<file path="config.mk">
export PLATFORM = sky130hd
export DESIGN_NAME = prepare_log_wr_eng
export DESIGN_NICKNAME = d
export VERILOG_FILES = /design/src/rtl/prepare_log_wr_eng.sv
export SDC_FILE = /design/constraint.sdc
export NUM_CORES = 2
export LEC_CHECK = 0
export CAP_MARGIN = 20
export CORE_AREA = 2 2 413 415
export CTS_CLUSTER_DIAMETER = 50
export DETAILED_ROUTE_END_ITERATION = 8
export DIE_AREA = 0 0 415 417
export GPL_TIMING_DRIVEN = 0
export PLACE_DENSITY_LB_ADDON = 0.08
export SYNTH_ARGS = -nofsm -noshare
export SYNTH_HDL_FRONTEND = slang
export SYNTH_SLANG_ARGS = --single-unit
</file>
<file path="constraint.sdc">
create_clock -name clk -period 7.9 [get_ports clk]
set_input_delay 1.58 -clock clk [delete_from_list [all_inputs] [get_ports clk]]
set_output_delay 1.58 -clock clk [all_outputs]
set_load 0.005 [all_outputs]
</file>
<file path="src/rtl/prepare_log_wr_eng.sv">
// prepare_log_wr_eng: moves an accepted Prepare payload from the NoC stream into log memory,
// dropping the header so payload byte 0 lands at the MSB of log line 0.
module prepare_log_wr_eng #(
    parameter int NOC_DATA_W = 512,
    parameter int NOC_BYTES  = NOC_DATA_W / 8,
    parameter int HDR_BYTES  = 32,
    parameter int LEN_W      = 16
) (
    input  logic                  clk,
    input  logic                  rst_n,
    input  logic                  ctrl_log_start_val,
    output logic                  log_ctrl_start_rdy,
    input  logic [LEN_W-1:0]      ctrl_log_payload_len,
    input  logic                  manage_log_data_val,
    input  logic [NOC_DATA_W-1:0] manage_log_data,
    input  logic                  manage_log_data_last,
    output logic                  log_manage_data_rdy,
    output logic                  log_data_mem_wr_val,
    output logic [NOC_DATA_W-1:0] log_data_mem_wr_data,
    input  logic                  log_data_mem_wr_rdy,
    output logic                  log_ctrl_datap_incr_wr_addr,
    output logic                  log_ctrl_wr_done,
    output logic                  log_ctrl_len_err
);
    localparam int CNT_W   = LEN_W + 1;
    localparam int HDR_W   = HDR_BYTES * 8;
    localparam int CARRY_W = NOC_DATA_W - HDR_W;
    localparam int LB_W    = $clog2(NOC_BYTES);
    localparam logic [CNT_W-1:0] NB_C  = CNT_W'(NOC_BYTES);
    localparam logic [CNT_W-1:0] HDR_C = CNT_W'(HDR_BYTES);
    localparam logic [CNT_W-1:0] ONE_C = CNT_W'(1);

    // IDLE wait start | FIRST line 0 into carry | STREAM realign | DRAIN flush carry | DONE pulse
    typedef enum logic [2:0] {
        ST_IDLE,
        ST_FIRST,
        ST_STREAM,
        ST_DRAIN,
        ST_DONE
    } state_t;

    state_t                state_q, state_d;
    logic [CNT_W-1:0]      in_lines_q, in_lines_d;
    logic [CNT_W-1:0]      out_lines_q, out_lines_d;
    logic [CNT_W-1:0]      in_cnt_q, in_cnt_d;
    logic [CNT_W-1:0]      out_cnt_q, out_cnt_d;
    logic [CNT_W-1:0]      rem_q, rem_d;
    logic [CARRY_W-1:0]    carry_q, carry_d;
    logic                  wr_val_q, wr_val_d;
    logic [NOC_DATA_W-1:0] wr_data_q, wr_data_d;
    logic                  err_q, err_d;

    logic [CNT_W-1:0]      len_ext, sum_len, in_lines_calc, out_lines_calc;
    logic                  in_more, out_free, in_rdy, in_acc, wr_acc, load;
    logic [NOC_DATA_W-1:0] load_line, load_masked;

    always_comb begin
        len_ext        = CNT_W'(ctrl_log_payload_len);
        sum_len        = len_ext + HDR_C;
        in_lines_calc  = (sum_len >> LB_W) + CNT_W'(|sum_len[LB_W-1:0]);
        out_lines_calc = (len_ext >> LB_W) + CNT_W'(|len_ext[LB_W-1:0]);
    end

    always_comb begin
        in_more  = in_cnt_q < in_lines_q;
        out_free = ~wr_val_q | log_data_mem_wr_rdy;
        in_rdy   = in_more & ((state_q == ST_FIRST) | ((state_q == ST_STREAM) & out_free));
        in_acc   = in_rdy & manage_log_data_val;
        wr_acc   = wr_val_q & log_data_mem_wr_rdy;
    end

    always_comb begin
        state_d     = state_q;
        in_lines_d  = in_lines_q;
        out_lines_d = out_lines_q;
        in_cnt_d    = in_cnt_q;
        out_cnt_d   = out_cnt_q;
        rem_d       = rem_q;
        carry_d     = carry_q;
        wr_val_d    = wr_val_q;
        wr_data_d   = wr_data_q;
        err_d       = err_q;
        load        = 1'b0;
        load_line   = '0;
        load_masked = '0;

        if (wr_acc) begin
            wr_val_d = 1'b0;
        end

        // last must coincide exactly with the final counted line; flow follows the counts
        if (in_acc) begin
            in_cnt_d = in_cnt_q + ONE_C;
            carry_d  = manage_log_data[CARRY_W-1:0];
            if (manage_log_data_last != (in_cnt_q == in_lines_q - ONE_C)) begin
                err_d = 1'b1;
            end
        end

        case (state_q)
            ST_IDLE: begin
                if (ctrl_log_start_val) begin
                    in_lines_d  = in_lines_calc;
                    out_lines_d = out_lines_calc;
                    rem_d       = len_ext;
                    in_cnt_d    = '0;
                    out_cnt_d   = '0;
                    err_d       = 1'b0;
                    state_d     = ST_FIRST;
                end
            end
            ST_FIRST: begin
                if (in_acc) begin
                    if (in_lines_q != ONE_C) begin
                        state_d = ST_STREAM;
                    end else if (out_lines_q == '0) begin
                        state_d = ST_DONE;
                    end else begin
                        state_d = ST_DRAIN;
                    end
                end
            end
            ST_STREAM: begin
                if (in_acc) begin
                    load      = 1'b1;
                    load_line = {carry_q, manage_log_data[NOC_DATA_W-1 -: HDR_W]};
                    if ((in_cnt_q == in_lines_q - ONE_C) && (out_lines_q == in_lines_q)) begin
                        state_d = ST_DRAIN;
                    end
                end else if (!in_more && wr_acc) begin
                    state_d = ST_DONE;
                end
            end
            ST_DRAIN: begin
                if (out_cnt_q != out_lines_q) begin
                    if (out_free) begin
                        load      = 1'b1;
                        load_line = {carry_q, {HDR_W{1'b0}}};
                    end
                end else if (wr_acc) begin
                    state_d = ST_DONE;
                end
            end
            ST_DONE: begin
                state_d = ST_IDLE;
            end
            default: begin
                state_d = ST_IDLE;
            end
        endcase

        for (int b = 0; b < NOC_BYTES; b++) begin
            if (CNT_W'(b) < rem_q) begin
                load_masked[NOC_DATA_W-1-8*b -: 8] = load_line[NOC_DATA_W-1-8*b -: 8];
            end
        end

        if (load) begin
            wr_val_d  = 1'b1;
            wr_data_d = load_masked;
            out_cnt_d = out_cnt_q + ONE_C;
            rem_d     = (rem_q > NB_C) ? rem_q - NB_C : '0;
        end
    end

    always_ff @(posedge clk) begin
        if (!rst_n) begin
            state_q     <= ST_IDLE;
            in_lines_q  <= '0;
            out_lines_q <= '0;
            in_cnt_q    <= '0;
            out_cnt_q   <= '0;
            rem_q       <= '0;
            carry_q     <= '0;
            wr_val_q    <= 1'b0;
            wr_data_q   <= '0;
            err_q       <= 1'b0;
        end else begin
            state_q     <= state_d;
            in_lines_q  <= in_lines_d;
            out_lines_q <= out_lines_d;
            in_cnt_q    <= in_cnt_d;
            out_cnt_q   <= out_cnt_d;
            rem_q       <= rem_d;
            carry_q     <= carry_d;
            wr_val_q    <= wr_val_d;
            wr_data_q   <= wr_data_d;
            err_q       <= err_d;
        end
    end

    assign log_ctrl_start_rdy          = (state_q == ST_IDLE);
    assign log_manage_data_rdy         = in_rdy;
    assign log_data_mem_wr_val         = wr_val_q;
    assign log_data_mem_wr_data        = wr_data_q;
    assign log_ctrl_datap_incr_wr_addr = wr_acc;
    assign log_ctrl_wr_done            = (state_q == ST_DONE);
    assign log_ctrl_len_err            = err_q;

endmodule

</file>
==> impl_metrics.json <==
{
  "outcome": "finished, final reports clean",
  "finalWorstSetupSlack_ns": 2.564,
  "prevailing_post_synth_register_cell": "dfxtp_1",
  "cts_sinks": 847,
  "place.port_buffers": 1046,
  "place.detailed.hpwl_mm": 138.5,
  "cp_data_required_time_ns": 6.32,
  "final-setup-viol-count": 0,
  "relSlewSlack_pct": 28.18,
  "cts_inserted_buffers": 143,
  "total_leakage_power_nw": 17.54,
  "worst_ir_drop_vdd_v": 0.0002000,
  "grt_remaining_overflow": 0,
  "netlist_instances": 3103,
  "final-hold-violation-count": 0,
  "core-area_um2": 168500,
  "grt_pass1_wl_mm": 236.8,
  "worst_ep_arrival_time_ns": 3.76,
  "ff_latch_count_synth": 847,
  "ratio_of_total_power_to_cell_area_nw_per_um2": 284.5,
  "htreeDepth": 4,
  "report.final.slew_viol_count": 0,
  "cts_tree": "built",
  "maxClockFrequency_ghz": 0.1874,
  "worst_pin_slew_ns": 1.075,
  "timing.hold.ws_ns": 0.4305,
  "worst-path-max-fanout": 10,
  "synth_fp_nets": 3660,
  "cap_viol_max_count": 0,
  "cts_setup_buffers": 0,
  "grt_usage_pct": 19.31,
  "setup_repair_after_global_routing_missed_its_margin": "no",
  "fin_worst_skew_ns": 0.04146,
  "critPathKind": "reg -> out",
  "post_synth_num_cell_types": 71,
  "min-delay-path-class": "reg -> reg",
  "drc": 0,
  "drtPass1Iterations": 5,
  "finalSetupTns_ns": 0,
  "synth-async-reset-ratio_pct": 0,
  "worstSetupStartpoint": "in_lines_q[4]$_SDFFE_PN0P_",
  "total_number_of_vias": 28780,
  "r2r_start": "in_lines_q[8]$_SDFFE_PN0P_",
  "vias_per_cell": 4.324,
  "worst_setup_path_end_kind": "output port",
  "postCtsResizedCells": 0,
  "initial_utilization_pct": 17.86,
  "grt_antenna_before_repair": 73,
  "post_synth.cell_area_avg_um2": 9.699,
  "post-route-min-period_ns": 5.336,
  "synth.yosys.seq_area_share_pct": 56.34,
  "syn2layout_area_growth_pct": 62.17,
  "detail-route-antenna-nets": 0,
  "wirelength_mm": 173.0,
  "clock_slew_seen_by_the_registers_of_the_worst_setup_and_hold_paths_ns": 0.06,
  "post-synth-top-area-cell": "dfxtp_1",
  "cts_root_buf": "clkbuf_16",
  "layout.nets": 4872,
  "deepest_clock_path_buffer_count": 3,
  "synth.most_common_cell": "dfxtp_1",
  "start_kind": "flop",
  "design_power_total_mw": 13.89,
  "die_area_um2": 173100,
  "final_layout_size_suffix_gt1_share_pct": 7.901,
  "synth-edff-count": 0,
  "gp_congestion": 0.8240,
  "yosysWarningCount": 0,
  "final.period_utilization_pct": 67.55,
  "holdBufCountCts": 0,
  "detailedPlace.worstSlack_ns": 2.025,
  "chipWidth_um": 415,
  "row_count": 151,
  "post_synth_main_area_contributors": "dfxtp_1 56%, a22o_1 14%, nand2_1 7.9%",
  "die_h_um": 417,
  "syn_area_um2": 30100,
  "area_share_of_the_largest_cell_type_after_synthesis_pct": 56.34,
  "grt_start_max_net_pins": 17,
  "post_synth_most_frequent_cells": "847 x dfxtp_1, 630 x nand2_1, 481 x a22o_1",
  "grt_pass1_vias": 28480,
  "hp-start": "carry_q[200]$_SDFFE_PN0N_",
  "clock_insertion_delay_worst_skew_ns": 0.78,
  "wl_per_cell_um": 25.99,
  "io-pin-count": 1052,
  "dr.first_iter.drc_count": 1490
}
## routing by layer
layer	vias up	part of all wire, %	global-route usage, %
met5	-	0.19	0
met4	52	2.1	4.775
met3	290	6.9	5.922
met2	974	52	35.48
met1	13810	39	21.51
li1	13660	-	-
## through the flow
step / util, % / cells / instance area, um^2
floorplan: - / 3103 / 30100
global placement: 25.72 / 6367 / 43340
detailed placement: 25.88 / 6385 / 43610
CTS: 28.93 / 6645 / 48760
global route: 28.95 / 6651 / 48790
finish: 28.96 / 6656 / 48810
## sequential cells by signal (all words and copies together), names as in the netlist
signal                cells
in_lines_q               12
rem_q                    17
state_q                   3
in_cnt_q                 17
log_data_mem_wr_val       1
log_data_mem_wr_data    512
out_cnt_q                17
carry_q                 256
log_ctrl_len_err          1
out_lines_q              11
## critical path, cell delays in order, from the launching register on
cell and delay (ns):
dfxtp_1 0.32, clkbuf_1 0.46, inv_1 0.10, ha_1 0.34, a21oi_1 0.12, o21ai_0 0.22
a22oi_1 0.38, nand2_1 0.09, nor3_1 0.31, clkdlybuf4s50_1 0.67
## report_power, final
group	internal [mW]	switching (mW)	leakage, nW
clock network	4.22	2.45	2.49
logic	0.849	1.59	8.21
registers	4.58	0.196	6.84
total	9.65	4.24	17.5
## cells by family after synthesis
family          after synthesis  share of synthesized area [%]
simple gates                937                          13.51
xor+xnor                     63                          1.833
mux                           5                         0.1705
compound gates              984                          24.01
flops                       847                          56.34
fa+ha+maj                    23                         0.9562
buf+inv                     244                          3.176
## final cells by class
cell class,instances,area (um^2)
diodes,8,20.02
plain buffers,222,877.1
clock buffers,186,4053
clock inverters,74,1091
fillers,17860,119700
inverters,22,82.58
multi-input cells,2012,12210
flip-flops and latches,847,16960
well taps,2218,2775
repair buffers,1067,10740
## path summary, 6_finish.rpt
path / to / slack, ns / cells past startpoint
worst max-delay path: log_manage_data_rdy / 2.56 / 9
worst min-delay path: log_data_mem_wr_data[456]$_SDFFE_PN0P_ / 0.43 / 1
worst max register to register: log_data_mem_wr_data[503]$_SDFFE_PN0P_ / 2.94 / 12
worst min register to register: log_data_mem_wr_data[456]$_SDFFE_PN0P_ / 0.43 / 1
## layout by cell type (no fill, tap or decap), drive strengths merged, types with 23 or more instances in the layout
cell / Yosys / layout
a211oi: 23 / 23
nor2: 79 / 79
o21ai: 33 / 33
dfxtp: 847 / 847
xnor2: 37 / 37
clkdlybuf4s50: 0 / 1046
clkbuf: 185 / 371
ha: 23 / 23
nand3: 59 / 59
xor2: 26 / 26
clkinv: 0 / 35
a21oi: 346 / 346
a22o: 481 / 481
buf: 37 / 58
nand2: 630 / 630
nor3: 35 / 35
inv: 22 / 33
and3: 25 / 25
Note: power is estimated with default switching activity, not from simulation.
